--- src/rtl/mannix_mem_pkg.sv ---
// Shared constants and types for the SRAM client arbiter.
// Latency: n/a (definitions only).
// Backpressure: n/a (definitions only).
//
// Client numbering: 0-5 are read clients, 6-8 are write clients. The arbiter
// derives its write-enable from the owner index, so the write clients must
// stay at the top of the numbering.
package mannix_mem_pkg;

    localparam int N_CLIENTS = 9;
    localparam int ADDR_W    = 19;
    localparam int LEN_W     = 8;

    // Width of a client index as seen on arb_client.
    localparam int IDX_W     = 4;

    localparam int CL_FCC_PIC  = 0;
    localparam int CL_FCC_WGT  = 1;
    localparam int CL_FCC_BIAS = 2;
    localparam int CL_CNN_PIC  = 3;
    localparam int CL_CNN_WGT  = 4;
    localparam int CL_POOL_R   = 5;
    localparam int CL_FCC_W    = 6;
    localparam int CL_CNN_W    = 7;
    localparam int CL_POOL_W   = 8;

    typedef enum logic {
        ST_IDLE  = 1'b0,
        ST_BURST = 1'b1
    } arb_state_e;

endpackage

--- src/rtl/mem_rr_pick.sv ---
// Round-robin search: first set request at or after ptr, wrapping past N-1 to 0.
// Latency: purely combinational.
// Backpressure: none; the caller decides when the result is consumed.
//
// Ports: req   - request vector
//        ptr   - search start index (must be below N)
//        found - at least one request is set
//        idx   - index of the selected request (0 when nothing is found)
module mem_rr_pick #(
    parameter int N     = 9,
    parameter int IDX_W = 4
) (
    input  logic [N-1:0]     req,
    input  logic [IDX_W-1:0] ptr,
    output logic             found,
    output logic [IDX_W-1:0] idx
);

    localparam int SEL_W = (N > 1) ? $clog2(N) : 1;

    always_comb begin
        logic [IDX_W:0] c;
        found = 1'b0;
        idx   = '0;
        c     = '0;
        // Walk the offsets from ptr upward; the first hit wins.
        for (int i = 0; i < N; i++) begin
            c = {1'b0, ptr} + (IDX_W+1)'(i);
            if (c >= (IDX_W+1)'(N)) begin
                c = c - (IDX_W+1)'(N);
            end
            if (!found && req[c[SEL_W-1:0]]) begin
                found = 1'b1;
                idx   = c[IDX_W-1:0];
            end
        end
    end

endmodule

--- src/rtl/mem_client_arb.sv ---
// SRAM burst arbiter: picks one client (absolute priority, else round robin),
// then streams its burst of line addresses to the memory controller.
// Latency: request seen in cycle N -> gnt and first beat in cycle N+1; done is
// pulsed the cycle after the last beat is accepted.
// Backpressure: arb_ready=0 freezes the current beat; new requests wait for IDLE.
//
// Ports: req/req_addr/req_len  - per-client request, start line, length (0 = 2^LEN_W)
//        client_priority       - absolute-priority client (>= N_CLIENTS disables)
//        gnt/done              - one-hot single-cycle pulses per client
//        arb_valid/arb_ready   - beat handshake toward the memory controller
//        arb_client/arb_we/arb_addr/arb_last - current beat attributes
//        busy                  - a burst is in progress
module mem_client_arb #(
    parameter int N_CLIENTS = mannix_mem_pkg::N_CLIENTS,
    parameter int ADDR_W    = mannix_mem_pkg::ADDR_W,
    parameter int LEN_W     = mannix_mem_pkg::LEN_W
) (
    input  logic                            clk,
    input  logic                            rst_n,
    input  logic [N_CLIENTS-1:0]            req,
    input  logic [N_CLIENTS-1:0][ADDR_W-1:0] req_addr,
    input  logic [N_CLIENTS-1:0][LEN_W-1:0] req_len,
    input  logic [4:0]                      client_priority,
    output logic [N_CLIENTS-1:0]            gnt,
    output logic [N_CLIENTS-1:0]            done,
    output logic                            arb_valid,
    input  logic                            arb_ready,
    output logic [3:0]                      arb_client,
    output logic                            arb_we,
    output logic [ADDR_W-1:0]               arb_addr,
    output logic                            arb_last,
    output logic                            busy
);

    import mannix_mem_pkg::*;

    localparam int SEL_W = (N_CLIENTS > 1) ? $clog2(N_CLIENTS) : 1;

    arb_state_e       state;
    arb_state_e       state_nxt;
    logic [IDX_W-1:0] rr_ptr;
    logic [IDX_W-1:0] owner;
    logic [IDX_W-1:0] winner;
    logic [IDX_W-1:0] pick_idx;
    logic             pick_found;
    logic             prio_hit;
    logic             grant;
    logic             beat_acc;
    logic             last_acc;
    // One extra bit so a zero length can hold the full 2^LEN_W beat count.
    logic [LEN_W:0]   rem;
    logic [LEN_W:0]   len_beats;

    mem_rr_pick #(
        .N     (N_CLIENTS),
        .IDX_W (IDX_W)
    ) u_rr_pick (
        .req   (req),
        .ptr   (rr_ptr),
        .found (pick_found),
        .idx   (pick_idx)
    );

    // Priority client only counts when it is a real client and is requesting.
    always_comb begin
        prio_hit = 1'b0;
        for (int i = 0; i < N_CLIENTS; i++) begin
            if (client_priority == 5'(i) && req[i]) begin
                prio_hit = 1'b1;
            end
        end
    end

    assign winner    = prio_hit ? client_priority[IDX_W-1:0] : pick_idx;
    assign grant     = (state == ST_IDLE) && pick_found;
    assign beat_acc  = (state == ST_BURST) && arb_ready;
    assign last_acc  = beat_acc && (rem == (LEN_W+1)'(1));
    assign len_beats = (req_len[winner[SEL_W-1:0]] == '0)
                     ? {1'b1, {LEN_W{1'b0}}}
                     : {1'b0, req_len[winner[SEL_W-1:0]]};

    always_ff @(posedge clk or negedge rst_n) begin
        if (!rst_n) begin
            state <= ST_IDLE;
        end else begin
            state <= state_nxt;
        end
    end

    always_comb begin
        state_nxt = state;
        case (state)
            ST_IDLE:  if (grant)    state_nxt = ST_BURST;
            ST_BURST: if (last_acc) state_nxt = ST_IDLE;
            default:  state_nxt = ST_IDLE;
        endcase
    end

    always_ff @(posedge clk or negedge rst_n) begin
        if (!rst_n) begin
            rr_ptr   <= '0;
            owner    <= '0;
            arb_addr <= '0;
            rem      <= '0;
            gnt      <= '0;
            done     <= '0;
        end else begin
            gnt  <= '0;
            done <= '0;
            if (grant) begin
                owner    <= winner;
                arb_addr <= req_addr[winner[SEL_W-1:0]];
                rem      <= len_beats;
                gnt      <= N_CLIENTS'(1) << winner;
                // Priority grants advance the pointer too, so the priority
                // client cannot leave the round robin stuck behind it.
                rr_ptr   <= (winner == IDX_W'(N_CLIENTS - 1)) ? '0 : winner + 1'b1;
            end else if (beat_acc) begin
                arb_addr <= arb_addr + 1'b1;
                rem      <= rem - 1'b1;
                if (last_acc) begin
                    done <= N_CLIENTS'(1) << owner;
                end
            end
        end
    end

    assign arb_valid  = (state == ST_BURST);
    assign busy       = (state == ST_BURST);
    assign arb_last   = (state == ST_BURST) && (rem == (LEN_W+1)'(1));
    assign arb_client = owner;
    assign arb_we     = (owner >= IDX_W'(CL_FCC_W));

endmodule

--- config.mk ---
export PLATFORM = sky130hd
export DESIGN_NAME = mem_client_arb
export DESIGN_NICKNAME = d
export VERILOG_FILES = /design/src/rtl/mannix_mem_pkg.sv /design/src/rtl/mem_rr_pick.sv /design/src/rtl/mem_client_arb.sv
export SDC_FILE = /design/constraint.sdc
export NUM_CORES = 1
export LEC_CHECK = 0
export ABC_CLOCK_PERIOD_IN_PS = 7150
export CORE_MARGIN = 2
export CORE_UTILIZATION = 48
export DETAILED_ROUTE_END_ITERATION = 12
export GPL_ROUTABILITY_DRIVEN = 0
export PLACE_DENSITY = 0.9
export SETUP_SLACK_MARGIN = 0.02
export SYNTH_ARGS = -nofsm -noshare
export SYNTH_HDL_FRONTEND = slang
export SYNTH_SLANG_ARGS = --single-unit
export TNS_END_PERCENT = 10
--- constraint.sdc ---
create_clock -name clk -period 7.15 [get_ports clk]
set_input_delay 1.7875 -clock clk [delete_from_list [all_inputs] [get_ports clk]]
set_output_delay 1.7875 -clock clk [all_outputs]
set_load 0.01 [all_outputs]
==> flow_metrics.py <==
metrics = {
    "clock_tree": {
        "h-tree-depth": 2,
        "cts_tree": "done",
        "clockBufferDepth": 2,
        "postCtsSetupRepairBufs": 0,
        "clock_latency_ps": 310,
        "ctsResizeCount": 0,
        "cts_buffers": 5,
        "cts-hold-fix-buffers": 0,
        "cts_sinks": 55,
        "clk_pin_slew_ps": 70,
        "clock-root-buffer": "clkbuf_16",
    },
    "sta": {
        "worst_pin_slew_ps": 801,
        "min_period_ps": 6690,
        "fin_hold_ws_ps": 579,
        "slew_viol_final": 0,
        "max_freq_mhz": 149,
        "fin_crit_sh": 0.936,
        "rsz0062_at_grt": "no",
        "skew_ps": 10.5,
        "maxSlewHeadroom": 0.461,
        "fin_setup_tns_ps": 0,
        "final-setup-viol-count": 0,
        "finalHoldViolCount": 0,
    },
    "detailed_routing": {
        "drt_iter0_drc": 1733,
        "wl_per_cell_um": 25.2,
        "drc_errors": 0,
        "wirelength_um": 42700,
        "ant_nets": 0,
        "via_count": 11446,
        "firstDrtPassIters": 7,
        "via_per_inst": 6.74,
    },
    "hold_path": {
        "min_from": "rem[1]",
        "hold_path_class": "flop to flop",
    },
    "setup_path": {
        "critPathRequiredTime_ps": 7350,
        "crit_arrival_ps": 6890,
        "cp_slowest_cell": "clkdlybuf4s50_1",
        "critPathKind": "primary input to flop",
        "cpPeakStageDelay_ps": 780,
        "endpoint_kind": "flop",
        "r2r-start": "rr_ptr[2]",
        "crit_path_cell_trace": "clkdlybuf4s50_1 > inv_1 > or4_1 > a21oi_1 > or3_1 > or4b_4 > or4_1 > and3_1 > a21oi_4 > buf_12 > buf_12 > mux2i_1 > o22ai_1 > a221oi_1 > nand3_1 > o41ai_2",
        "cp-start-kind": "primary input",
        "crit_start": "req[2]",
        "crit_path_max_fanout": 25,
    },
    "synth": {
        "synth_cell_type_count": 106,
        "syn_area_per_cell_um2": 8.07,
        "synth_ff_type": "dfrtp_1",
        "synth_edf_count": 0,
        "synth_top_area_cell": "mux2i_1",
        "syn_inst": 1151,
        "async_flop_share": 1.00,
        "synth.top_cell.area_share": 0.195,
        "synth_nets": 1440,
        "ys_seq_elements": 55,
        "ys.warnings.count": 0,
        "yosys-top-cells-area": "mux2i_1, dfrtp_1, nor2_1",
        "syn_area_um2": 9290,
        "ys_seq_area_frac": 0.148,
    },
    "die": {
        "start_util": 0.493,
        "dieArea_um2": 20500,
        "fp-row-count": 50,
        "pin_count": 305,
        "core_area_um2": 18800,
        "fp.dieW_um": 143,
        "die_h_um": 143,
    },
    "cells_and_area": {
        "final_common_cell": "clkdlybuf4s50_1",
        "nets": 1719,
        "final_cell_mix": "clkdlybuf4s50_1, mux2i_1, nor2_1, nand2_1, a21oi_1",
        "syn_to_final_growth_pct": 37.9,
        "final_util": 0.680,
        "fillers": 1458,
        "layout-drive-gt1-share": 0.0957,
        "final_cells": 1697,
    },
    "grt": {
        "grt_max_degree": 81,
        "grt_pass1_vias": 11020,
        "overflow": 0,
        "grt.total_usage": 0.403,
        "grt_pass1_wl_um": 62900,
        "antenna_found_initial": 6,
    },
    "place": {
        "io_buffer_count": 304,
        "dpl.cell_count": 1683,
        "dp_hpwl_um": 33000,
    },
    "run": {
        "drv_cap": 0,
    },
    "status": {
        "status": "complete, no violations",
    },
}
-- critical path, delay by kind of cell --
| family | cells | cell delay [ps] |
|---|---|---|
| muxes | 1 | 390 |
| and+or+nand+nor | 6 | 2080 |
| buffers and inverters | 4 | 1390 |
| AOI/OAI and AO/OA | 5 | 1230 |
-- layout make-up --
type | count | area (um^2) | share of cell area
sequential | 55 | 1380 | 0.108
multi-input combinational | 990 | 7340 | 0.573
timing repair buffer | 356 | 3490 | 0.273
inverter | 22 | 82.6 | 0.00645
clock inverter | 2 | 35.0 | 0.00274
tap | 260 | 325 | 0.0254
antenna | 6 | 15.0 | 0.00117
clock buffer | 6 | 139 | 0.0108
-- state kept, by name, summed over array words and instances, names as in the netlist --
signal      flops
arb_addr       19
arb_client      4
arb_valid       1
done            9
gnt             9
rem             9
rr_ptr          4
-- metrics by stage --
| step | worst slack, ps | area, um^2 |
|---|---|---|
| after floorplan | 1360 | 9290 |
| after global placement | 594 | 12600 |
| after detailed placement | 444 | 12600 |
| after CTS | 679 | 12800 |
| after global routing | 348 | 12800 |
| final | 458 | 12800 |
-- kinds of logic after synthesis --
kind of cell | Yosys count | share of synthesized area
adders and majority gates | 29 | 0.0391
AOI/OAI and AO/OA | 325 | 0.256
and+or+nand+nor | 382 | 0.211
xor gates and xnor gates | 42 | 0.0441
DFF | 55 | 0.148
muxes | 212 | 0.239
buffers and inverters | 106 | 0.0628
-- layer usage --
metal  part of all wire  global-route usage  up-vias
met2               0.45               0.638     1008
met4              0.086               0.290        0
li1                   -                   -     4956
met5                  0                   0        -
met3               0.13               0.111      256
met1               0.33               0.469     5226
-- worst paths after layout --
check,end,slack [ps],depth (start not counted)
max reg2reg,rem[8],660,20
min,rem[1],580,2
max in group asynchronous,rr_ptr[0],4940,2
min reg2reg,rem[1],580,2
min in group asynchronous,rem[5],1650,2
max,rem[8],460,16
-- Yosys cell counts, types with 11 or more instances --
master,n
a211oi_1,19
a21o_1,13
a21oi_1,63
a31oi_1,11
and2_1,17
and3_1,11
buf_2,27
buf_4,11
buf_6,13
clkbuf_1,27
dfrtp_1,55
ha_1,29
inv_1,16
mux2_2,24
mux2i_1,181
nand2_1,85
nand2b_1,23
nand3_1,31
nand4_1,11
nor2_1,99
nor3_1,27
nor4_1,13
o211ai_1,19
o21ai_0,38
o22ai_1,18
o31ai_1,14
or3_1,13
xnor2_1,30
Power is not shown: default switching activity piles up to over one toggle a cycle in this logic, so the estimate is an artifact.
